--- config.mk ---
export PLATFORM = sky130hd
export DESIGN_NAME = uart_imem_loader
export DESIGN_NICKNAME = d
export VERILOG_FILES = /design/src/rtl/loader_pkg.sv /design/src/rtl/uart_word_assembler.sv /design/src/rtl/uart_imem_loader.sv
export SDC_FILE = /design/constraint.sdc
export NUM_CORES = 1
export LEC_CHECK = 0
export BUFFER_PORTS_ARGS = -buffer_cell sky130_fd_sc_hd__clkbuf_2
export CORE_AREA = 2 2 76 97
export CTS_BUF_LIST = sky130_fd_sc_hd__clkbuf_4
export CTS_CLUSTER_DIAMETER = 100
export CTS_CLUSTER_SIZE = 10
export DETAILED_ROUTE_END_ITERATION = 16
export DIE_AREA = 0 0 78 99
export PLACE_DENSITY_LB_ADDON = 0.05
export SLEW_MARGIN = 20
export SYNTH_ARGS = -nofsm -noshare
export SYNTH_HDL_FRONTEND = slang
export SYNTH_SLANG_ARGS = --single-unit
--- constraint.sdc ---
create_clock -name clk -period 1.85 [get_ports clk]
set_input_delay 0.0925 -clock clk [delete_from_list [all_inputs] [get_ports clk]]
set_output_delay 0.0925 -clock clk [all_outputs]
set_load 0.02 [all_outputs]
--- src/rtl/loader_pkg.sv ---
// Shared types and constants for the UART instruction-memory loader.
// Contents: loader FSM state enum, bytes per instruction word, default
// terminator word.
package loader_pkg;

  typedef enum logic [1:0] {
    S_COLLECT = 2'd0,
    S_WRITE   = 2'd1,
    S_DONE    = 2'd2
  } state_t;

  localparam int unsigned BYTES_PER_WORD = 4;
  localparam logic [31:0] END_WORD_DEF   = 32'hFFFF_FFFF;

endpackage

--- src/rtl/uart_word_assembler.sv ---
// Little-endian byte-to-word assembler. Collects four received bytes into a
// 32-bit word; a break (or, with LOADER_TIMEOUT_EN defined, an inter-byte
// timeout) discards the partial word.
// Ports:
//   clk, resetn        clock, synchronous active-low reset
//   en                 accept bytes/breaks (low once loading is finished)
//   rx_valid, rx_data  received byte strobe and data
//   rx_break           abort the partial word; wins over a same-cycle byte
//   word, word_valid   completed word, valid in the cycle of its last byte
//   timeout            one-cycle pulse when a partial word times out
module uart_word_assembler import loader_pkg::*; #(
  parameter int unsigned TIMEOUT_CYC = 500000
) (
  input  logic        clk,
  input  logic        resetn,
  input  logic        en,
  input  logic        rx_valid,
  input  logic [7:0]  rx_data,
  input  logic        rx_break,
  output logic [31:0] word,
  output logic        word_valid,
  output logic        timeout
);

  logic [1:0]  byte_cnt;
  logic [23:0] asm_q;   // bytes 0..2; byte 3 is taken straight from rx_data
  logic        take;

  assign take       = en && rx_valid && !rx_break;
  assign word_valid = take && (byte_cnt == 2'(BYTES_PER_WORD - 1));
  // Combinational completion lets the write strobe follow the last byte by one cycle.
  assign word       = {rx_data, asm_q};

`ifdef LOADER_TIMEOUT_EN
  localparam int unsigned TW = $clog2(TIMEOUT_CYC + 1);
  logic [TW-1:0] tmo_cnt;

  assign timeout = en && !rx_valid && !rx_break && (byte_cnt != 2'd0) &&
                   (tmo_cnt == TW'(TIMEOUT_CYC - 1));

  always_ff @(posedge clk) begin
    if (!resetn || byte_cnt == 2'd0 || rx_valid || timeout) tmo_cnt <= '0;
    else                                                    tmo_cnt <= tmo_cnt + 1'b1;
  end
`else
  assign timeout = 1'b0;
`endif

  always_ff @(posedge clk) begin
    if (!resetn) begin
      byte_cnt <= 2'd0;
      asm_q    <= '0;
    end else if ((en && rx_break) || timeout) begin
      byte_cnt <= 2'd0;
    end else if (take) begin
      case (byte_cnt)
        2'd0:    asm_q[7:0]   <= rx_data;
        2'd1:    asm_q[15:8]  <= rx_data;
        2'd2:    asm_q[23:16] <= rx_data;
        default: ;
      endcase
      byte_cnt <= byte_cnt + 2'd1;
    end
  end

endmodule

--- src/rtl/uart_imem_loader.sv ---
// UART boot loader: writes received little-endian 32-bit words to
// instruction memory at incrementing addresses and holds the core in reset
// until a terminator word arrives. Optional inter-byte timeout is built when
// LOADER_TIMEOUT_EN is defined.
// Ports:
//   clk, resetn                       clock, synchronous active-low reset
//   rx_valid, rx_data, rx_break       UART receiver interface
//   imem_we, imem_addr, imem_wdata    instruction memory write port
//   write_done, cpu_rst               loading finished / core reset
//   word_count                        words written so far
//   overflow, timeout_err             sticky error flags
module uart_imem_loader import loader_pkg::*; #(
  parameter int unsigned ADDR_W      = 8,
  parameter logic [31:0] END_WORD    = END_WORD_DEF,
  parameter int unsigned TIMEOUT_CYC = 500000
) (
  input  logic              clk,
  input  logic              resetn,
  input  logic              rx_valid,
  input  logic [7:0]        rx_data,
  input  logic              rx_break,
  output logic              imem_we,
  output logic [ADDR_W-1:0] imem_addr,
  output logic [31:0]       imem_wdata,
  output logic              write_done,
  output logic              cpu_rst,
  output logic [ADDR_W:0]   word_count,
  output logic              overflow,
  output logic              timeout_err
);

  localparam logic [ADDR_W:0] DEPTH = {1'b1, {ADDR_W{1'b0}}};

  state_t            state, state_n;
  logic [ADDR_W-1:0] word_addr;
  logic [31:0]       word;
  logic              word_valid, tmo, ovf_hit;

  uart_word_assembler #(.TIMEOUT_CYC(TIMEOUT_CYC)) u_asm (
    .clk        (clk),
    .resetn     (resetn),
    .en         (state != S_DONE),
    .rx_valid   (rx_valid),
    .rx_data    (rx_data),
    .rx_break   (rx_break),
    .word       (word),
    .word_valid (word_valid),
    .timeout    (tmo)
  );

  always_ff @(posedge clk) begin
    if (!resetn) state <= S_COLLECT;
    else         state <= state_n;
  end

  always_comb begin
    state_n = state;
    ovf_hit = 1'b0;
    case (state)
      S_COLLECT: if (word_valid) begin
        if (word == END_WORD)          state_n = S_DONE;
        else if (word_count == DEPTH) begin
          ovf_hit = 1'b1;
          state_n = S_DONE;
        end else                       state_n = S_WRITE;
      end
      S_WRITE: state_n = S_COLLECT;
      S_DONE:  state_n = S_DONE;
      default: state_n = S_COLLECT;
    endcase
  end

  // Outputs are registered from the next state so they line up with it.
  always_ff @(posedge clk) begin
    if (!resetn) begin
      word_addr  <= '0;
      word_count <= '0;
      imem_we    <= 1'b0;
      imem_addr  <= '0;
      imem_wdata <= '0;
      write_done <= 1'b0;
      cpu_rst    <= 1'b1;
      overflow   <= 1'b0;
    end else begin
      imem_we    <= (state_n == S_WRITE);
      write_done <= (state_n == S_DONE);
      cpu_rst    <= (state_n != S_DONE);
      if (state_n == S_WRITE) begin
        imem_addr  <= word_addr;
        imem_wdata <= word;
      end
      if (state == S_WRITE) begin
        word_addr  <= word_addr + 1'b1;
        word_count <= word_count + 1'b1;
      end
      if (ovf_hit) overflow <= 1'b1;
    end
  end

`ifdef LOADER_TIMEOUT_EN
  always_ff @(posedge clk) begin
    if (!resetn)  timeout_err <= 1'b0;
    else if (tmo) timeout_err <= 1'b1;
  end
`else
  assign timeout_err = 1'b0;
`endif

endmodule
; ---- After elaboration in Yosys (flattened, before gate mapping)
; Index checks and enable logic that the tools add are counted.
[word_totals]
regBits = 89
inputBits = 12
output_inout_bits = 54
wordCells = 48
[classes]
add_sub_neg = 3
eq_ne = 11
mux = 8
bitwise_logic = 2
n_reduce_logical = 11
[ops]
columns = cell, count
row1 = 32-bit == test (second input constant), 1
row2 = 9-bit by 1-bit adder with 9-bit output (second input constant), 1
row3 = 9-bit == test (second input constant), 1
row4 = 3-bit AND reduction, 3
row5 = 8-bit by 1-bit adder with 8-bit output (second input constant), 1
row6 = 2-bit == test (second input constant), 4
row7 = 2-bit by 1-bit == test with 1-bit output (second input constant), 3
row8 = 2-bit two-way mux, 3
row9 = 1-bit logical AND, 4
row10 = 2-bit logical NOT, 2
row11 = 1-bit two-way mux, 4
row12 = 2-bit != test (second input constant), 2
row13 = 2-bit one-hot mux with 2 select lines, 1
row14 = 2-bit by 1-bit adder with 2-bit output (second input constant), 1
row15 = 1-bit inverter, 2
row16 = 2-bit OR reduction, 1
row17 = 1-bit logical NOT, 1

; ---- Depth between registers and ports, before layout
; Gate-level depths: netlist of the first run.
[logic_depth]
word_depth = 7
ltp_mapped = 9
ltp_nobuf = 7

; ---- Hierarchy
; A second synthesis of the first run with hierarchy kept.
[hier_totals]
hier_cells = 404
area_unflattened_um2 = 3797.4
[modules_own_cells]
columns = module, instances, cells_per_inst, area_per_inst_um2, seq_area_each_um2
row1 = uart_imem_loader, 1, 286, 2658.8, 1261.2
row2 = uart_word_assembler, 1, 118, 1138.6, 520.5

; ---- Worst setup path before layout of the first run
; OpenSTA, ideal clock, no wires.
[synth_path]
path_type = flip-flop to flip-flop
from = register word_count[2]
to = register imem_addr[7]
setup_ns = 0.117
arrival_ns = 1.814
required_time_ns = 1.733
slack_ns = -0.080
path_stages_with_launch = 8
path_buffers = 2
synth_period_minus_slack_ns = 1.930
cell_sequence = dfxtp_1 -> or4_4 -> nor4_4 -> inv_2 -> and4_4 -> buf_6 -> buf_6 -> a22o_1
[synth_between]
elab_chain_len = 6
[synth_rtl]
columns = element, line_no
row1 = "start, declared", uart_imem_loader.sv:27  ; output logic [ADDR_W:0] word_count,
row2 = "start signal, assigned", uart_imem_loader.sv:94  ; word_count <= word_count + 1'b1;
row3 = 9-bit == test, uart_imem_loader.sv:62  ; else if (word_count == DEPTH) begin
row4 = 2-bit two-way mux, uart_imem_loader.sv:62
row5 = 2-bit two-way mux, uart_imem_loader.sv:61  ; if (word == END_WORD) state_n = S_DONE;
row6 = 2-bit two-way mux, uart_imem_loader.sv:60  ; S_COLLECT: if (word_valid) begin
row7 = 2-bit one-hot mux with 2 select lines, uart_imem_loader.sv:59  ; case (state)
row8 = 2-bit by 1-bit == test with 1-bit output, uart_imem_loader.sv:88  ; if (state_n == S_WRITE) begin
row9 = "end signal, assigned", uart_imem_loader.sv:89  ; imem_addr <= word_addr;
row10 = "end, declared", uart_imem_loader.sv:23  ; output logic [ADDR_W-1:0] imem_addr,
; Every way passes these cells.
; A chain may end at the register's enable or synchronous reset.

; ---- Worst setup path after layout of the first run
[layout_path]
from = register word_count[2]
to = register imem_wdata[28]
[layout_between]
elab_chain_len = 6
[layout_rtl]
columns = element, line_no
row1 = 9-bit == test, uart_imem_loader.sv:62
row2 = 2-bit two-way mux, uart_imem_loader.sv:62
row3 = 2-bit two-way mux, uart_imem_loader.sv:61
row4 = 2-bit two-way mux, uart_imem_loader.sv:60
row5 = 2-bit one-hot mux with 2 select lines, uart_imem_loader.sv:59
row6 = 2-bit by 1-bit == test with 1-bit output, uart_imem_loader.sv:88
row7 = "end signal, assigned", uart_imem_loader.sv:90  ; imem_wdata <= word;
row8 = "end, declared", uart_imem_loader.sv:24  ; output logic [31:0] imem_wdata,
; Every way passes these cells.

==> flow_summary.yaml, run 1 <==
routing:
  wl_met2_um: 3510
  antenna_left: 0
  first_pass_iters: 4
  drt-total-wl_um: 7470
  wl_per_cell_um: 14.9
  dr_total_vias: 2658
  dr.max_layer_used: "met4"
  vias_per_cell: 5.31
  met3WireLength_um: 386
  m1WireLength_um: 3340
  first_iter_violations: 214
  drt_drc_violations_left: 0
clocking:
  clock-sinks: 89
  cts_root_buf: "clkbuf_4"
  path_clk_slew_ns: 0.13
  cts_tree: "yes"
  clock_path_buffers: 2
  htreeDepth: 3
  numCtsBuffers: 9
  clk_latency_ns: 0.43
die:
  die_w_um: 78
  num_rows: 34
  core_area_um2: 6810
  chipHeight_um: 99
  die_area_um2: 7720
  ios: 66
  start_util_pct: 47.8
placed_design:
  gp_congestion: 0.786
  place_hpwl_um: 4920
  dpl.cell_count: 474
  placed_cell_area_um2: 3720
  dpl_worst_slack_ns: -0.0187
  io_buffers: 64
timing:
  holdWs_ns: 0.0391
  rsz0062_at_grt: "true"
  period_share_pct: 97.4
  finalHoldViolations: 0
  skew_ns: 0.0138
  fmax_ghz: 0.555
  setup_viol: 0
  drv_slew: 0
  setup_slack_ns: 0.0487
  period_needed_ns: 1.80
grt:
  grt_max_degree: 30
  grt_pass1_vias: 2536
  grt_usage_pct: 20.5
  gr-total-overflow: 0
  antenna_found_initial: 0
  grt_pass1_wl_um: 12300
finish:
  antennaDiodeCount: 0
  fin_nets: 425
  multi_input_area_um2: 1380
  stdcell_count: 501
  area_delta_synth_final_pct: 23.5
  nFillCells: 642
  fin_util_pct: 59.0
  layout-drive-gt1-share_pct: 26.5
  fin_area_um2: 4020
  regArea_um2: 1790
logic_synthesis:
  synth.yosys.seq_area_share_pct: 54.7
  netlist_area_um2: 3250
  ys_warn_count: 0
  synthDistinctLibCells: 35
  synth_cells: 326
  syn_nets: 345
  yosys_register_bits: 89
  synth_area_leaders: "dfxtp_1, a22o_1, a21oi_1"
  avgSynthCellArea_um2: 9.98
  synth_top_area_share_pct: 54.7
  yosysTopAreaCell: "dfxtp_1"
run_status:
  status: "complete, no violations"
worst_setup_path:
  cp_slowest_stage_delay_ns: 0.53
  slowest_stage: "or4_4"
  cp_top_family: "simple AND/OR/NAND/NOR gates"
  cp.required_ns: 2.23
  cp-start-kind: "register"
  worstPathCellList: "or4_4 > nor4_4 > inv_2 > a31oi_4 > buf_12 > a22o_1"
  worstPathArrival_ns: 2.18
  endpoint_kind: "register"
  worstSetupPathType: "register to register"
  crit_fanout: 22
  worst-path-buf-inv: 2
  rrSetupSlack_ns: 0.05
power:
  p_leak_nw: 1.63
  peakVddDrop_mv: 0.476
  powerDensity_nw_per_um2: 823
job:
  maxCapViolCount: 0
min_path:
  hp-class: "primary input to register"
[layout make-up]
type | instances | area share, %
Tap cell | 90 | 2.80
Clock inverter | 5 | 1.99
Multi-Input combinational cell | 210 | 34.2
Inverter | 7 | 0.654
Clock buffer | 11 | 2.06
Sequential cell | 89 | 44.4
Timing Repair Buffer | 89 | 13.8
[cell usage in the layout (no fill, tap or decap), drive strengths merged, types with 2 or more instances in the layout]
master and instances:
nand3 28, bufinv 2, and3 2, nor2 19, a31oi 2, a22o 40
clkbuf 75, dfxtp 89, a21oi 29, nand4 11, and4 5, or3 2
xnor2 4, ha 7, nor4 3, o21a 2, inv 7, mux2i 2
nand2 34, buf 16, o21ai 3, clkinv 2, dlygate4sd3 9, xor2 9
[worst register-to-register path: cells and delay by family (launching register included)]
family                 cells  cell delay (ns)
AND/OR/NAND/NOR            2             0.71
AO/OA/AOI/OAI              2             0.39
buffers and inverters      2             0.31
flip-flops                 1             0.34
[synth_stat cells, drive strengths merged]
master / n
xnor2: 4
nand2: 34
ha: 7
mux2i: 2
a22o: 40
nand2b: 1
nand4: 11
nor4b: 1
and4: 4
a21oi: 29
clkbuf: 10
nor2b: 1
buf: 11
or4: 1
o21ai: 3
xor2: 9
inv: 7
nor2: 19
nor4: 3
and3: 2
a31oi: 2
o2bb2ai: 1
o21a: 2
conb: 1
nor3: 1
dfxtp: 89
or3: 2
nand3: 28
a22oi: 1
[timing repair]
| item | CTS | global route |
|---|---|---|
| setup buffers | 0 | 1 |
| setup endpoints to repair | 40 | 40 |
| resized for setup | 2 | 3 |
| hold buffers | 9 | 0 |
| cloned | 1 | 0 |
| hold endpoints to repair | 32 | 0 |
| pin swaps | 1 | 3 |
[metal layers]
metal | up-vias | GRT usage [%]
li1 | 1333 | -
met1 | 1235 | 25.1
met2 | 72 | 33.5
met3 | 18 | 5.13
met4 | 0 | 10.3
met5 | - | 0
[flip-flops by register name, summed over array words and instances, names as in the netlist]
register	count
state	2
imem_we	1
u_asm.asm_q	24
word_addr	8
overflow	1
cpu_rst	1
u_asm.byte_cnt	2
write_done	1
imem_wdata	32
imem_addr	8
word_count	9
[cell families after synthesis]
family	after synthesis	synth area share, %
DFF	89	54.7
muxes	2	0.615
xor gates and xnor gates	13	3.50
AOI/OAI and AO/OA	78	17.0
adders and majority gates	7	2.69
other	1	0.115
and+or+nand+nor	108	16.6
buffers and inverters	28	4.65
[per-stage QoR]
step / total power [mW] / setup TNS [ns]
2_1_floorplan: 2.05 / -1.20
3_3_place_gp: 2.11 / 0
3_5_place_dp: 2.11 / -0.400
4_1_cts: 3.34 / 0
5_1_grt: 3.43 / -0.303
6_report: 3.31 / 0
[power breakdown]
part	leakage (nW)	internal, mW	switching [mW]
logic	0.830	0.0538	0.0905
clock network	0.0847	0.577	0.645
registers	0.719	1.93	0.0106
total	1.63	2.56	0.746
[path summary, 6_finish.rpt]
path,from,to,cells past startpoint
max,word_count[2]$_SDFFE_PN0N_,imem_wdata[28]$_SDFFE_PN0N_,6
max reg2reg,word_count[2]$_SDFFE_PN0N_,imem_wdata[28]$_SDFFE_PN0N_,6
min,rx_break,u_asm.byte_cnt[0]$_SDFFE_PP0P_,4
min reg2reg,u_asm.asm_q[1]$_SDFFE_PN0P_,u_asm.asm_q[1]$_SDFFE_PN0P_,2
(Power assumes the default switching activity.)
==> run 2: changes to the inputs <==
==> constraint.sdc (replaced) <==
create_clock -name clk -period 1.85 [get_ports clk]
set_input_delay 0.4625 -clock clk [delete_from_list [all_inputs] [get_ports clk]]
set_output_delay 0.4625 -clock clk [all_outputs]
set_load 0.02 [all_outputs]
==> flow_summary.yaml, run 2 (synthesized netlist as in run 1, its figures left out) <==
grt:
  grt_pass1_wl_um: 12000
  grt_usage_pct: 19.9
  antenna_found_initial: 0
  gr-total-overflow: 0
  grt_pass1_vias: 2573
  grt_max_degree: 24
timing:
  drv_slew: 0
  skew_ns: 0.0122
  finalHoldViolations: 0
  rsz0062_at_grt: "true"
  holdWs_ns: 0.320
  period_share_pct: 99.6
  period_needed_ns: 1.84
  setup_viol: 0
  fin_setup_tns_ns: 0
  fmax_ghz: 0.542
  setup_slack_ns: 0.00659
finish:
  stdcell_count: 509
  largest-register: "imem_wdata"
  regArea_um2: 1790
  top_regs: "imem_wdata x32, u_asm.asm_q x24, word_count x9"
  fin_util_pct: 59.1
  mostFrequentLayoutCells: "dfxtp_1, clkbuf_2, a22o_1"
  fin_nets: 433
  area_delta_synth_final_pct: 23.6
  largest_reg_flops: 32
  layout_commonest_cell: "dfxtp_1"
  layout-drive-gt1-share_pct: 30.1
  antennaDiodeCount: 0
  nFillCells: 648
  multi_input_area_um2: 1350
clocking:
  numCtsBuffers: 9
  clock_path_buffers: 2
  ctsHoldBuffers: 0
  cts_tree: "yes"
  htreeDepth: 3
  cts_root_buf: "clkbuf_4"
  clock-sinks: 89
  clk_latency_ns: 0.44
  path_clk_slew_ns: 0.15
worst_setup_path:
  cp-start-kind: "register"
  worstSetupPathType: "register to register"
  slowest_stage: "or4_4"
  timing.rr.end: "imem_addr[5]$_SDFFE_PN0N_"
  worstSetupStartpoint: "word_count[2]$_SDFFE_PN0N_"
  r2r_cells: 6
  crit_fanout: 18
  worstPathArrival_ns: 2.19
  worstPathCellList: "or4_4 > nor4_4 > inv_2 > and4_4 > buf_12 > a22o_1"
  rrSetupSlack_ns: 0.007
  cp-endpoint: "imem_addr[5]$_SDFFE_PN0N_"
  rr_startpoint: "word_count[2]$_SDFFE_PN0N_"
  cp.required_ns: 2.20
  endpoint_kind: "register"
  cp_slowest_stage_delay_ns: 0.54
routing:
  drt-total-wl_um: 7300
  first_pass_iters: 4
  dr_total_vias: 2683
  vias_per_cell: 5.27
  wl_per_cell_um: 14.3
  antenna_left: 0
  first_iter_violations: 141
  drt_drc_violations_left: 0
die:
  die_area_um2: 7720
  chipHeight_um: 99
  die_w_um: 78
  ios: 66
  num_rows: 34
  start_util_pct: 47.8
  core_area_um2: 6810
power:
  peakVddDrop_mv: 0.487
  powerDensity_nw_per_um2: 759
  p_leak_nw: 1.66
min_path:
  min_from: "resetn"
  hp-class: "primary input to register"
  hold_depth: 2
placed_design:
  dpl_worst_slack_ns: -0.0247
  place_hpwl_um: 5460
  io_buffers: 64
  dpl.cell_count: 492
  gp_congestion: 0.805
run_status:
  status: "complete, no violations"
job:
  maxCapViolCount: 0
run 2: layout make-up:
type | instances | share of cell area [%]
flip-flops and latches | 89 | 44.4
clock buffers | 10 | 1.87
well taps | 90 | 2.80
inverters | 7 | 0.653
repair buffers | 98 | 15.6
multi-input cells | 209 | 33.6
clock inverters | 6 | 1.09
run 2: where the power goes:
group          leakage, nW  switching (mW)  internal [mW]
logic                0.881          0.0902         0.0581
clock network       0.0550           0.673          0.293
registers            0.719          0.0104           1.93
run 2: timing repair:
item / CTS / global route
pin swaps: 5 / 0
buffers inserted: 1 / 0
gates resized for setup: 0 / 2
endpoints found under the setup margin: 22 / 40
run 2: metrics by stage:
step                total power, mW  instance area, µm²
global placement               2.13                3880
detailed placement             2.13                3880
finish                         3.05                4020
floorplan                      2.05                3260
global route                   3.18                4020
CTS                            3.08                4010
run 2: worst min path at each step:
stage,end,slack [ns]
final,imem_we$_SDFF_PN0_,0.32
after global routing,imem_we$_SDFF_PN0_,0.30
after CTS,imem_we$_SDFF_PN0_,0.30
after detailed placement,imem_wdata[6]$_SDFFE_PN0N_,0.46
after global placement,imem_wdata[5]$_SDFFE_PN0N_,0.46
after floorplan,u_asm.asm_q[11]$_SDFFE_PN0P_,0.45
run 2: per-layer routing:
layer / GRT usage (%) / up-vias / wire length [µm]
met1: 24.1 / 1275 / 3250
li1: - / 1346 / -
met3: 4.12 / 15 / 242
met2: 33.4 / 47 / 3630
met5: 0 / - / 0
met4: 9.72 / 0 / 183
run 2: critical path: cells and delay by family (launching register included):
kind / cells / cell delay (ns)
AOI/OAI and AO/OA: 1 / 0.24
and+or+nand+nor: 3 / 0.92
buffers and inverters: 2 / 0.25
DFF: 1 / 0.35
